### src/rtl/spi_flash_pkg.sv
// spi_flash_pkg: shared state encoding, command constant and byte-order helper for the SPI flash reader.
package spi_flash_pkg;
  typedef enum logic [2:0] {S_IDLE, S_SHIFT, S_DONE, S_GAP, S_WACK} state_t;
  localparam logic [7:0] CMD_READ = 8'h03;
  localparam int XFER_BITS = 64;
  function automatic logic [31:0] bswap(input logic [31:0] w);
    return {w[7:0], w[15:8], w[23:16], w[31:24]};
  endfunction
endpackage

### src/rtl/spi_flash_shifter.sv
// spi_flash_shifter: mode-0 SCK divider and 64-bit read-command shift engine.
module spi_flash_shifter
  import spi_flash_pkg::*;
#(
  parameter int CLK_DIV = 2
) (
  input  logic        clk,
  input  logic        rst,
  input  logic        start,
  input  logic        stop,
  input  logic [21:0] word_addr,
  input  logic        miso,
  output logic        sck,
  output logic        mosi,
  output logic        done,
  output logic [31:0] rx
);
  localparam logic [7:0] DIV_LAST = 8'(CLK_DIV - 1);
  localparam logic [5:0] BIT_LAST = 6'(XFER_BITS - 1);
  logic                 busy;
  logic [7:0]           div;
  logic [5:0]           bit_cnt;
  logic [XFER_BITS-1:0] sr;
  assign mosi = sr[XFER_BITS-1];
  always_ff @(posedge clk) begin
    if (rst || stop) begin
      busy    <= 1'b0;
      div     <= '0;
      bit_cnt <= '0;
      sck     <= 1'b0;
      sr      <= '0;
      done    <= 1'b0;
      rx      <= '0;
    end else begin
      done <= 1'b0;
      if (start && !busy) begin
        busy    <= 1'b1;
        div     <= '0;
        bit_cnt <= '0;
        sck     <= 1'b0;
        sr      <= {CMD_READ, word_addr, 2'b00, 32'h0};
        rx      <= '0;
      end else if (busy) begin
        div <= (div == DIV_LAST) ? 8'd0 : div + 8'd1;
        if (div == DIV_LAST) begin
          sck <= !sck;
          // Only the last 32 bit periods carry flash data.
          if (!sck && bit_cnt[5]) rx <= {rx[30:0], miso};
          if (sck) begin
            sr      <= sr << 1;
            bit_cnt <= bit_cnt + 6'd1;
            busy    <= bit_cnt != BIT_LAST;
            done    <= bit_cnt == BIT_LAST;
          end
        end
      end
    end
  end
endmodule

### src/rtl/spi_flash_ctrl.sv
// spi_flash_ctrl: read-only memory-bus front end that fetches words from a SPI flash with command 03h.
module spi_flash_ctrl
  import spi_flash_pkg::*;
#(
  parameter int CLK_DIV = 2,
  parameter int CS_GAP  = 4
) (
  input  logic        clk,
  input  logic        rst,
  input  logic        mem_valid,
  output logic        mem_ready,
  input  logic [31:0] mem_addr,
  output logic [31:0] mem_rdata,
  input  logic [31:0] mem_wdata,
  input  logic [3:0]  mem_wstrb,
  output logic        spi_cs_n,
  output logic        spi_sck,
  output logic        spi_mosi,
  input  logic        spi_miso
);
  localparam logic [7:0] GAP_LAST = 8'(CS_GAP - 1);
  state_t      state;
  logic [7:0]  gap_cnt;
  logic        start, stop, done;
  logic [31:0] rx;
  logic        unused_bits;
  assign unused_bits = ^{mem_wdata, mem_addr[31:24], mem_addr[1:0]};
  always_comb begin
    start = state == S_IDLE && mem_valid && mem_wstrb == 4'h0;
    stop  = state == S_SHIFT && !mem_valid;
  end
  spi_flash_shifter #(.CLK_DIV(CLK_DIV)) u_shifter (
    .clk      (clk),
    .rst      (rst),
    .start    (start),
    .stop     (stop),
    .word_addr(mem_addr[23:2]),
    .miso     (spi_miso),
    .sck      (spi_sck),
    .mosi     (spi_mosi),
    .done     (done),
    .rx       (rx)
  );
  always_ff @(posedge clk) begin
    if (rst) begin
      state     <= S_IDLE;
      mem_ready <= 1'b0;
      mem_rdata <= '0;
      spi_cs_n  <= 1'b1;
      gap_cnt   <= '0;
    end else begin
      mem_ready <= 1'b0;
      mem_rdata <= '0;
      case (state)
        S_IDLE: if (mem_valid) begin
          state     <= (mem_wstrb == 4'h0) ? S_SHIFT : S_WACK;
          spi_cs_n  <= mem_wstrb != 4'h0;
          mem_ready <= mem_wstrb != 4'h0;
        end
        S_WACK: state <= S_IDLE;
        S_SHIFT: if (!mem_valid || done) begin
          // A dropped request wins over a simultaneous completion.
          state     <= mem_valid ? S_DONE : S_GAP;
          spi_cs_n  <= 1'b1;
          mem_ready <= mem_valid;
          mem_rdata <= mem_valid ? bswap(rx) : 32'h0;
          gap_cnt   <= '0;
        end
        S_DONE: begin
          state   <= S_GAP;
          gap_cnt <= '0;
        end
        S_GAP: begin
          gap_cnt <= (gap_cnt == GAP_LAST) ? 8'd0 : gap_cnt + 8'd1;
          state   <= (gap_cnt == GAP_LAST) ? S_IDLE : S_GAP;
        end
        default: state <= S_IDLE;
      endcase
    end
  end
endmodule

### config.mk
export PLATFORM = sky130hd
export DESIGN_NAME = spi_flash_ctrl
export DESIGN_NICKNAME = d
export VERILOG_FILES = /design/src/rtl/spi_flash_pkg.sv /design/src/rtl/spi_flash_shifter.sv /design/src/rtl/spi_flash_ctrl.sv
export SDC_FILE = /design/constraint.sdc
export NUM_CORES = 1
export LEC_CHECK = 0
export ABC_CLOCK_PERIOD_IN_PS = 2100
export CAP_MARGIN = 20
export CORE_ASPECT_RATIO = 1.4
export CORE_MARGIN = 3
export CORE_UTILIZATION = 40
export CTS_CLUSTER_SIZE = 12
export DETAILED_ROUTE_END_ITERATION = 10
export GPL_TIMING_DRIVEN = 0
export PLACE_DENSITY = 0.72
export SYNTH_ARGS = -nofsm -noshare
export SYNTH_HDL_FRONTEND = slang
export SYNTH_SLANG_ARGS = --single-unit
### constraint.sdc
create_clock -name clk -period 2.1 [get_ports clk]
set_input_delay 0.525 -clock clk [delete_from_list [all_inputs] [get_ports clk]]
set_output_delay 0.525 -clock clk [all_outputs]
set_load 0.02 [all_outputs]
Word level (Yosys, flattened, before mapping)
Cells that the tools add are included.
{"block": "word_totals", "latchBits": 0, "n_memories": 0, "mem_bits_ro": 0, "in_bits": 72, "ram_bits": 0, "elab_cells": 83, "register_bits": 124, "output_inout_bits": 36}
{"block": "op_classes", "n_mul": 0, "shift": 0, "div_mod_pow": 0, "eq_ne": 9, "magnitude_cmp": 0, "n_mux": 24, "add_sub_neg": 3, "n_bitwise": 6, "reduce_logical": 28}
{"cell": "$mux W58", "count": 4}
{"cell": "$mux W8", "count": 3}
{"cell": "$pmux W8 S3", "count": 1}
{"cell": "$add A8 B1 Y8 const B", "count": 2}
{"cell": "$pmux W3 S4", "count": 1}
{"cell": "$reduce_and A3 Y1", "count": 4}
{"cell": "$mux W1", "count": 9}
{"cell": "$mux W3", "count": 3}
{"cell": "$eq A8 B1 Y1 const B", "count": 1}
{"cell": "$eq A8 B2 Y1 const B", "count": 1}
{"cell": "$reduce_bool A2 Y1", "count": 4}
{"cell": "$add A6 B1 Y6 const B", "count": 1}
{"cell": "$eq A3 B2 Y1 const B", "count": 2}
{"cell": "$eq A6 B6 Y1 const B", "count": 1}
{"cell": "$ne A6 B6 Y1 const B", "count": 1}
{"cell": "$not A1 Y1", "count": 6}
{"cell": "$reduce_and A2 Y1", "count": 3}
{"cell": "$logic_and A1 B1 Y1", "count": 5}
{"cell": "$reduce_or A5 Y1", "count": 1}
{"cell": "$logic_not A4 Y1", "count": 1}
{"cell": "$pmux W1 S2", "count": 2}
{"cell": "$reduce_bool A4 Y1", "count": 1}
{"cell": "$reduce_or A4 Y1", "count": 1}
{"cell": "$eq A3 B1 Y1 const B", "count": 1}
{"cell": "8 further kinds", "count": 11}

Depth between registers and ports, before layout
{"block": "depth", "depth_word": 6, "mapped_depth": 8}

Hierarchy
From an unflattened synthesis, not the netlist that was laid out.
{"block": "unflattened", "cells_unflattened": 513, "area_unflattened_um2": 4615.7}
{"module": "spi_flash_shifter", "n_inst": 1, "seq_area_each_um2": 1581.5, "area_per_inst_um2": 3093.0, "cells_each": 365}
{"module": "spi_flash_ctrl", "n_inst": 1, "seq_area_each_um2": 900.9, "area_per_inst_um2": 1522.7, "cells_each": 148}

Least setup slack after synthesis
Ideal clock, no wire load.
{"block": "synth_path", "path_kind": "input to register", "start": "input mem_wstrb[1]", "end": "register u_shifter.sr[45]", "setup_slack_ns": -0.088, "arrival_time_ns": 2.051, "setup_time_ns": 0.137, "path_stages": 7, "n_path_buf": 3, "cell_sequence": "or4_1 > buf_2 > or4_4 > buf_6 > buf_12 > nand3_2 > a21oi_1"}
{"block": "synth_via", "elab_chain_cells": 5}
{"element": "start, declared", "line": "spi_flash_ctrl.sv:15", "text": "input logic [3:0] mem_wstrb,"}
{"element": "$logic_not A4 Y1 (*)", "line": "spi_flash_ctrl.sv:29", "text": "start = state == S_IDLE && mem_valid && mem_wstrb == 4'h0;"}
{"element": "$logic_and A1 B1 Y1 (*)", "line": "spi_flash_ctrl.sv:29"}
{"element": "$logic_and A1 B1 Y1 (*)", "line": "spi_flash_shifter.sv:36", "text": "if (start && !busy) begin"}
{"element": "$reduce_bool A2 Y1 (no source line)"}
{"element": "$reduce_and A3 Y1 (no source line)"}
{"element": "end signal, assigned", "line": "spi_flash_shifter.sv:41", "text": "sr <= {CMD_READ, word_addr, 2'b00, 32'h0};"}
{"element": "end signal, assigned", "line": "spi_flash_shifter.sv:50", "text": "sr <= sr << 1;"}
{"element": "end, declared", "line": "spi_flash_shifter.sv:23", "text": "logic [XFER_BITS-1:0] sr;"}
Mark *: on every way between the ends. The rest lies on a longest branch, timed or not.
A chain may end at the register's enable or synchronous reset.

Worst setup path in the final report
{"block": "layout_path", "start": "register state[1]", "end": "register u_shifter.sr[52]"}
{"block": "layout_via", "elab_chain_cells": 6}
{"element": "start, declared", "line": "spi_flash_ctrl.sv:22", "text": "state_t state;"}
{"element": "start signal, assigned", "line": "spi_flash_ctrl.sv:56", "text": "state <= (mem_wstrb == 4'h0) ? S_SHIFT : S_WACK;"}
{"element": "start signal, assigned", "line": "spi_flash_ctrl.sv:63", "text": "state <= mem_valid ? S_DONE : S_GAP;"}
{"element": "start signal, assigned", "line": "spi_flash_ctrl.sv:75", "text": "state <= (gap_cnt == GAP_LAST) ? S_IDLE : S_GAP;"}
{"element": "$logic_not A3 Y1", "line": "spi_flash_ctrl.sv:29"}
{"element": "$logic_and A1 B1 Y1 (2 in a row)", "line": "spi_flash_ctrl.sv:29"}
{"element": "$logic_and A1 B1 Y1", "line": "spi_flash_shifter.sv:36"}
{"element": "$reduce_bool A2 Y1 (no source line)"}
{"element": "$reduce_and A3 Y1 (no source line)"}
Several ways; a longest one is shown, not always the timed one.

==> metrics.cfg <==
[critical_path]
cp_num_buf_inv=2
timing.critical_path.from_type=flip-flop
critPathRequiredTime_ps=2380
worstPathCellList=buf_2 > or3b_4 > or4_4 > buf_12 > nand3_4 > a21oi_2
cp_data_arrival_time_ps=2330
worstRegToRegCells=6
worstSetupEndpointType=flip-flop
worst_path_largest_cell_delay_ps=680
regToRegEndpoint=u_shifter.sr[52]
worst-path-stages=6
path_max_fanout=9
cp-endpoint=u_shifter.sr[52]
critPathTopFamily=simple AND/OR/NAND/NOR gates
path_class=flip-flop to flip-flop
source_of_the_worst_register_to_register_timing_path=state[1]
cp-startpoint=state[1]
slowest_stage=or4_4
reg2reg_slack_ps=50

[synthesis]
synth-async-reset-ratio_pct=0
synth_flop_cell=dfxtp_1
synthesis.yosys.warnings=0
yosys-top-cells-area=dfxtp_1 (53%), mux2i_1 (7.0%), nor2_1 (5.2%), and2_1 (4.3%), a22oi_1 (3.4%)
syn_nets=547
synth.ff_latch_count=124
post-synth-top-area-fraction_pct=52.9
yosys.cell_count.top_type=dfxtp_1
synth_enable_flop_cells=0
synthesized_area_per_cell_um2=9.96
synthesis.area_mm2=0.00469
post_synth_most_frequent_cells=dfxtp_1 (124), nor2_1 (65), mux2i_1 (33)
synth_largest_area_cell=dfxtp_1
number_of_cells_produced_by_synthesis=471
seq_area_frac_synth_pct=52.9
synth_cell_types=46

[sta]
final.period_utilization_pct=97.5
max_freq_mhz=489
slew_headroom_pct=62.1
grt_setup_unrepaired=false
skew_ps=9.64
hold_viol_final=0
max_slew.worst_pin.slew_ps=567
finalSetupViolCount=0
hold_slack_ps=451
layout_min_cycle_time_ps=2050
setup_total_negative_slack_ps=0
finalMaxSlewViolations=0

[cells_and_area]
multi_input_comb_area_mm2=0.00208
synthToLayoutAreaGrowth_pct=33.2
finalNetCount=634
postLayoutCoreUtil_pct=54.8
antenna_cells_inserted=0
drive_above_1_share_pct=14.9
area_taken_by_flip_flops_and_latches_mm2=0.00248
fillerInstances=1021

[clock_network]
worst_skew_pair.late_latency_ps=420
cts_max_level=4
cts_tree=done
max_clock_buf_depth=2
path_clk_slew_ps=60
tritoncts_num_sinks=124
postCtsHoldBufs=0
ctsRootBufferMaster=clkbuf_16
numCtsBuffers=17

[outcome]
status=finished, final reports clean

[floorplanning]
io_pins=108
fp-row-count=46
fp.dieArea_mm2=0.0131
floorplan.die.width_um=97.5
coreArea_mm2=0.0114
height_of_the_chip_um=134
floorplan.initialDensity_pct=41.2

[placed_design]
port_buffers=65
place.detailed.hpwl_um=6360
place_congestion=0.796

[routing]
antenna_violating_nets_left=0
wl_per_cell_um=12.9
detail_route.wirelength_um=9230
route.detailed.drc=0
detailroute.via_count=3567
drt_pre_antenna_iters=4
detailedRoute.firstIterationViolations=137
detail_route.vias_per_cell=4.99

[hold_path]
whs_path_depth=2
hp-class=flip-flop to flip-flop

[grt]
first_pass_grt_wire_length_um=15500
via_count_of_the_first_global_routing_pass=3527
grt_start_max_net_pins=17
number_of_antenna_violations_at_the_first_check_in_global_routing=0
track_usage_pct=14.6
grt_overflow=0

[pwr]
comb_power_share_pct=3.1
power.density_mw_per_mm2=865
vdd_ir_drop_max_mv=0.569
swShare_pct=21.1
total_leakage_power_nw=2.49
p_switching_mw=1.14
power_frac_seq_pct=43.9
share_clk_of_total_power_pct=53.0
p_int_mw=4.26

[job]
timing.max_cap.violations=0

[registers in the layout, summed over array words and instances, names as in the netlist]
name and flops:
u_shifter.sr 30, state 3, u_shifter.done 1, gap_cnt 8, u_shifter.rx 32, u_shifter.div 8
spi_cs_n 1, u_shifter.bit_cnt 6, u_shifter.sck 1, mem_ready 1, u_shifter.busy 1, mem_rdata 32
[worst min-delay path by stage]
stage                startpoint                to
6_report       u_shifter.sr[60]  u_shifter.sr[61]
5_1_grt        u_shifter.sr[60]  u_shifter.sr[61]
4_1_cts        u_shifter.sr[62]  u_shifter.sr[63]
3_5_place_dp   u_shifter.rx[31]      mem_rdata[7]
3_3_place_gp   u_shifter.sr[59]  u_shifter.sr[60]
2_1_floorplan  u_shifter.rx[31]      mem_rdata[7]
[cells by family after synthesis]
logic type / after synthesis / synth area share (%)
AND/OR/NAND/NOR: 192 / 22.1
AO/OA/AOI/OAI: 67 / 9.44
buffers and inverters: 32 / 3.95
multiplexers: 33 / 7.04
adder cells (fa/ha/maj): 4 / 1.07
XOR/XNOR: 19 / 3.55
flip-flops: 124 / 52.9
[tightest hold or removal path: stages, from the launching register on]
cell	delay, ps
dfxtp_1	310
nand2_1	50
a21oi_1	50
[power by group through the flow]
stage	clock (mW)	sequential, mW	combinational [mW]
after floorplan	0	2.42	0.0749
final	2.87	2.37	0.165
after global routing	3.03	2.37	0.178
after detailed placement	0	2.42	0.157
after global placement	0	2.42	0.155
after CTS	2.93	2.37	0.164
[timing repair]
action / CTS / global route
gates cloned: 2 / 0
gates resized for setup: 21 / 7
pin swaps: 7 / 3
buffers inserted: 2 / 2
endpoints found under the setup margin: 114 / 96
[cell type report]
class	count	area share, %
multi-input cells	315	33.2
inverters	1	0.0601
clock buffers	19	7.25
flip-flops and latches	124	39.7
well taps	144	2.88
repair buffers	71	11.7
clock inverters	13	2.26
plain buffers	28	2.90
[through the flow]
step	instance area [um2]	std cells	worst slack, ps	power [mW]
final	6250	715	53.1	5.40
after CTS	6230	714	20.0	5.46
after floorplan	4710	471	-75.5	2.50
after global routing	6250	715	8.14	5.58
after global placement	5540	680	-643	2.58
after detailed placement	5540	680	-674	2.58
[cells in the final DEF (no fill, tap or decap), drive strengths merged, types with 7 or more instances in the layout]
cell type / netlist / routed
mux2i: 33 / 33
dfxtp: 124 / 124
a21oi: 33 / 33
nor3: 7 / 7
a22oi: 21 / 21
and2: 32 / 32
nor2: 65 / 65
nand3: 30 / 30
xnor2: 10 / 10
buf: 20 / 24
nand2: 26 / 26
clkbuf: 11 / 29
xor2: 9 / 9
clkdlybuf4s50: 0 / 60
clkinv: 0 / 7
[per-layer routing]
metal,up-vias,global-route usage (%),part of all wire (%)
met2,98,25.8,51
met4,0,6.31,1.6
met5,-,0,0
met3,13,5.78,5.6
met1,1649,15.4,42
li1,1807,-,-
No activity file was read; power rests on OpenSTA's default activity.
